--- src/rtl/serial_encode.sv ---
// rtl/serial_encode.sv - thermostat link frame serialiser (192-bit frame, MSB first, strobed)
module serial_encode #(
  parameter int          CLKS_PER_BIT = 4,
  parameter int          GAP_CLKS     = 16,
  parameter logic [31:0] PREAMBLE     = 32'hAAAA_AAAA,
  parameter logic [15:0] TYPE_1       = 16'hD391,
  parameter logic [15:0] TYPE_2       = 16'hD391,
  parameter logic [31:0] CONSTANT     = 32'h0DFF_FFFF
) (
  input  logic        clock,
  input  logic        reset,
  input  logic        start,
  input  logic        abort,
  input  logic [31:0] thermostat_id,
  input  logic [15:0] room_temp,
  input  logic [15:0] set_temp,
  input  logic [7:0]  state,
  input  logic [7:0]  tail_1,
  input  logic [7:0]  tail_2,
  input  logic [7:0]  tail_3,
  output logic        ready,
  output logic        busy,
  output logic        done,
  output logic [7:0]  bit_count,
  output logic        serial_data,
  output logic        serial_clock
);

  localparam int FRAME_BITS = 192;
  localparam int CW = (CLKS_PER_BIT > 2) ? $clog2(CLKS_PER_BIT) : 1;
  localparam int GW = (GAP_CLKS > 2) ? $clog2(GAP_CLKS) : 1;
  localparam logic [CW-1:0] CYC_LAST = CW'(CLKS_PER_BIT - 1);
  localparam logic [GW-1:0] GAP_LAST = GW'((GAP_CLKS > 0) ? GAP_CLKS - 1 : 0);
  localparam logic [7:0]    LAST_BIT = 8'(FRAME_BITS - 1);

  typedef enum logic [1:0] {IDLE, SEND, GAP} fsm_t;

  fsm_t                  fsm_q, fsm_d;
  logic [FRAME_BITS-1:0] shift_q, shift_d;
  logic [CW-1:0]         cyc_q, cyc_d;
  logic [GW-1:0]         gap_q, gap_d;
  logic [7:0]            bit_count_q, bit_count_d;
  logic                  busy_q, busy_d;
  logic                  done_q, done_d;
  logic                  data_q, data_d;
  logic                  strobe_q, strobe_d;
  logic [FRAME_BITS-1:0] frame;

  // Header fields are fixed so every emitted frame passes the receiver's header validation.
  assign frame = {PREAMBLE, TYPE_1, TYPE_2, CONSTANT, thermostat_id, room_temp,
                  set_temp, state, tail_1, tail_2, tail_3};

  // State and datapath registers; reset drops any partial frame without a done pulse.
  always_ff @(posedge clock) begin
    if (reset) begin
      fsm_q       <= IDLE;
      shift_q     <= '0;
      cyc_q       <= '0;
      gap_q       <= '0;
      bit_count_q <= '0;
      busy_q      <= 1'b0;
      done_q      <= 1'b0;
      data_q      <= 1'b0;
      strobe_q    <= 1'b0;
    end else begin
      fsm_q       <= fsm_d;
      shift_q     <= shift_d;
      cyc_q       <= cyc_d;
      gap_q       <= gap_d;
      bit_count_q <= bit_count_d;
      busy_q      <= busy_d;
      done_q      <= done_d;
      data_q      <= data_d;
      strobe_q    <= strobe_d;
    end
  end

  // Next-state logic; line outputs are derived from the next state so they are registered.
  always_comb begin
    fsm_d       = fsm_q;
    shift_d     = shift_q;
    cyc_d       = cyc_q;
    gap_d       = gap_q;
    bit_count_d = bit_count_q;
    busy_d      = busy_q;
    done_d      = 1'b0;
    case (fsm_q)
      IDLE: begin
        // start wins over a simultaneous abort; fields are frozen here
        if (start) begin
          fsm_d       = SEND;
          shift_d     = frame;
          cyc_d       = '0;
          bit_count_d = '0;
          busy_d      = 1'b1;
        end
      end
      SEND: begin
        if (abort) begin
          // bit_count keeps the strobes already issued until the next start
          fsm_d  = (GAP_CLKS == 0) ? IDLE : GAP;
          gap_d  = '0;
          busy_d = 1'b0;
        end else if (cyc_q == CYC_LAST) begin
          // end of a bit period: the strobe cycle just ended, advance to the next bit
          cyc_d       = '0;
          shift_d     = shift_q << 1;
          bit_count_d = bit_count_q + 8'd1;
          if (bit_count_q == LAST_BIT) begin
            fsm_d  = (GAP_CLKS == 0) ? IDLE : GAP;
            gap_d  = '0;
            busy_d = 1'b0;
            done_d = 1'b1;
          end
        end else begin
          cyc_d = cyc_q + 1'b1;
        end
      end
      GAP: begin
        if (gap_q == GAP_LAST) begin
          fsm_d = IDLE;
        end else begin
          gap_d = gap_q + 1'b1;
        end
      end
      default: fsm_d = IDLE;
    endcase
    // The line only carries data in SEND; data changes only right after a strobe.
    data_d   = (fsm_d == SEND) ? shift_d[FRAME_BITS-1] : 1'b0;
    strobe_d = (fsm_d == SEND) && (cyc_d == CYC_LAST);
  end

  assign ready        = (fsm_q == IDLE) & ~reset;
  assign busy         = busy_q;
  assign done         = done_q;
  assign bit_count    = bit_count_q;
  assign serial_data  = data_q;
  assign serial_clock = strobe_q;

endmodule

--- config.mk ---
export PLATFORM = sky130hd
export DESIGN_NAME = serial_encode
export DESIGN_NICKNAME = d
export VERILOG_FILES = /design/src/rtl/serial_encode.sv
export SDC_FILE = /design/constraint.sdc
export NUM_CORES = 1
export LEC_CHECK = 0
export ABC_AREA = 1
export ABC_CLOCK_PERIOD_IN_PS = 2230
export BUFFER_PORTS_ARGS = -buffer_cell sky130_fd_sc_hd__buf_2
export CORE_UTILIZATION = 57
export DETAILED_ROUTE_END_ITERATION = 10
export PLACE_DENSITY = 0.87
export SLEW_MARGIN = 15
export SYNTH_ARGS = -nofsm -noshare
export SYNTH_HDL_FRONTEND = slang
export SYNTH_SLANG_ARGS = --single-unit
--- constraint.sdc ---
create_clock -name clock -period 2.23 [get_ports clock]
set_clock_uncertainty 0.15 [all_clocks]
set_input_delay 0 -clock clock [delete_from_list [all_inputs] [get_ports clock]]
set_output_delay 0 -clock clock [all_outputs]
set_load 0.01 [all_outputs]
==> out/metrics.yaml <==
timing:
  finalSetupViolCount: 0
  grt_setup_unrepaired: "no"
  whs_ns: 0.176
  tightest_slew_ns: 0.637
  slew_headroom: 0.575
  hold_viol_final: 0
  slew_violations: 0
  fmax_mhz: 492
  period_share: 0.912
  tns_ns: 0
  fin_ws_ns: 0.196
  fin_crit_ns: 2.03
yosys:
  yosys.area_share.simple: 0.235
  synthMuxAreaShare: 0
  synth_xor_area_frac: 0
  avgSynthCellArea_sq_um: 7.56
  synth_nets: 1201
  yosys_warnings: 0
  synthDistinctLibCells: 27
  yosysSeqAreaShare: 0.511
  netlist_instances: 1098
  synth_top_family_by_area: "simple AND/OR/NAND/NOR gates"
  netlist_area_sq_um: 8300
  yosys_register_bits: 212
  synthAdderAreaFrac: 0.00452
  synth_compound_area_frac: 0.180
die:
  rows: 43
  design.core.area_sq_um: 14000
  start_util: 0.591
  die_y_um: 123
  io_pins: 113
  dieArea_sq_um: 15000
  die_w_um: 123
power_and_ir_drop:
  p_per_area_nw_per_um2: 833
  power_leakage_nw: 4.06
  p_switching_mw: 2.16
  p_sw_frac: 0.243
  combinationalPowerShare: 0.106
  internal_power_mw: 6.71
  p_seq_frac: 0.469
  clkPwrFrac: 0.425
  peakVddDrop_v: 0.000693
placed_design:
  gp_congestion: 0.794
  port-buffer-count: 112
  dp_slack_ns: 0.306
  post-dp-hpwl_um: 10900
layout:
  finish.utilization: 0.758
  area_growth_pct: 28.2
  drive_above_1_share: 0.141
  nets: 1375
  multi_input_area_sq_um: 3490
  seqCellArea_sq_um: 4240
  fill_cells: 859
global_routing:
  track_usage: 0.310
  antenna_found_initial: 2
  first_global_vias: 8053
  grt_overflow: 0
  grt_pass1_wl_um: 37400
  grt_start_max_net_pins: 69
detailed_routing:
  drt-total-wl_um: 23000
  vias_per_cell: 5.65
  drtIter0Drc: 781
  drc_errors: 0
  drt_pass1_iterations: 5
  ant_nets: 0
  vias: 8301
  wl_per_cell_um: 15.6
clock_tree:
  clk_pin_slew_ns: 0.07
  h-tree-depth: 1
  cts-resized-gates: 0
  cts-root-buf: "clkbuf_16"
  clock_sinks: 212
  insertion_delay_ns: 0.50
  cts_tree: "yes"
  clock_path_buffers: 3
  cts_buffers: 22
worst_setup_path:
  path_buf_inv: 3
  crit_type: "flop to flop"
  crit_chain: "inv_2 -> nand3_2 -> inv_4 -> buf_12 -> nand2_1 -> a31oi_1"
  arrival_ns: 2.28
  required_ns: 2.48
  max_stage_delay_ns: 0.51
  startpoint_type: "flop"
  worstPathMaxFanout: 56
  end_kind: "flop"
  cp_slowest_cell: "inv_4"
  cpLargestDelayFamily: "buffers and inverters"
run:
  max_cap_violations: 0
min_path:
  worstHoldPathType: "input pin to flop"
run_status:
  status: "complete, no violations"
-- metal layers --
layer | GRT usage | vias to the layer above | share of wire
met2 | 0.545 | 368 | 0.50
met1 | 0.351 | 3839 | 0.39
li1 | - | 3978 | -
met3 | 0.0609 | 116 | 0.057
met5 | 0 | - | 0
met4 | 0.171 | 0 | 0.054
-- placed cells by master (no fill, tap or decap), types with 2 or more instances in the layout --
cell	n
nand2_1	457
nor2_1	19
nor3_1	3
nand4_1	3
clkbuf_1	2
buf_4	11
inv_2	2
clkbuf_16	23
ha_1	3
inv_1	22
a31oi_1	96
a21oi_1	165
o21ai_0	9
bufinv_16	3
clkinv_2	10
buf_12	9
dlygate4sd3_1	100
dfxtp_1	212
o211ai_1	2
diode_2	2
inv_4	2
buf_2	111
nand3_1	12
-- worst paths after layout --
kind,slack [ns],from,endpoint,cells past startpoint
max,0.20,fsm_q[1]$_SDFF_PP0_,shift_q[3]$_SDFFE_PP0P_,6
min,0.18,thermostat_id[7],shift_q[71]$_SDFFE_PP0P_,4
max reg2reg,0.20,fsm_q[1]$_SDFF_PP0_,shift_q[3]$_SDFFE_PP0P_,6
min reg2reg,0.31,shift_q[142]$_SDFFE_PP0P_,shift_q[143]$_SDFFE_PP0P_,2
-- synthesized netlist by cell type --
cell type	n	area, sq um
o21ai_0	9	45.0
nor3_1	3	15.0
clkbuf_1	26	97.6
inv_2	3	11.3
buf_1	1	3.75
o211ai_1	2	15.0
nand3_1	12	60.1
dfxtp_1	212	4240
or2_2	1	6.26
nand4_1	3	18.8
nor2_1	20	75.1
inv_4	1	6.26
buf_6	14	158
buf_8	1	15.0
nand3_2	1	10.0
a21oi_1	165	826
nor2_2	1	6.26
o21bai_1	1	7.51
ha_1	3	37.5
a31oi_1	96	601
buf_2	40	200
nor2_8	1	20.0
nand2_1	457	1720
nor4_1	1	6.26
inv_1	22	82.6
nand2_2	1	6.26
nand2_4	1	11.3
-- kinds of logic (layout without fill, tap and decap cells) --
kind of cell,Yosys count,after routing
AO/OA/AOI/OAI,273,273
AND/OR/NAND/NOR,502,502
adder cells (fa/ha/maj),3,3
flip-flops,212,212
buffers and inverters,108,298
other,0,2
-- worst min-delay path, cell delays in order --
cell and delay (ns):
dlygate4sd3_1 0.53, buf_2 0.12, nand2_1 0.05, a31oi_1 0.07
-- final cells by class --
cell class | count | share of cell area
antenna | 2 | 0.000470
clock buffer | 26 | 0.0561
clock inverter | 14 | 0.0140
inverter | 26 | 0.00964
multi-input combinational | 778 | 0.328
sequential | 212 | 0.399
tap | 180 | 0.0212
timing repair buffer | 232 | 0.172
-- power by group through the flow --
stage,registers [mW],logic (mW),clock network [mW]
2_1_floorplan,4.20,0.559,0
3_3_place_gp,4.22,0.733,0
3_5_place_dp,4.22,0.755,0
4_1_cts,4.15,0.897,3.78
5_1_grt,4.18,1.03,3.93
6_report,4.16,0.937,3.77
-- repair_timing --
item / 4_1_cts / 5_1_grt
hold buffers: 100 / 0
hold endpoints to repair: 151 / 0
buffers inserted: 0 / 0
-- per-stage QoR --
| step | std cells | power [mW] | cell area [sq um] |
|---|---|---|---|
| 6_report | 1470 | 8.87 | 10600 |
| 5_1_grt | 1470 | 9.15 | 10600 |
| 4_1_cts | 1468 | 8.82 | 10600 |
| 3_5_place_dp | 1328 | 4.98 | 8890 |
| 3_3_place_gp | 1328 | 4.95 | 8890 |
| 2_1_floorplan | 1098 | 4.76 | 8300 |
-- registers in the layout (all words and copies together) (netlist names) --
signal	count
fsm_q	2
busy	1
bit_count	8
gap_q	4
serial_clock	1
shift_q	192
cyc_q	2
done	1
serial_data	1
Note: power is estimated with default switching activity, not from simulation.
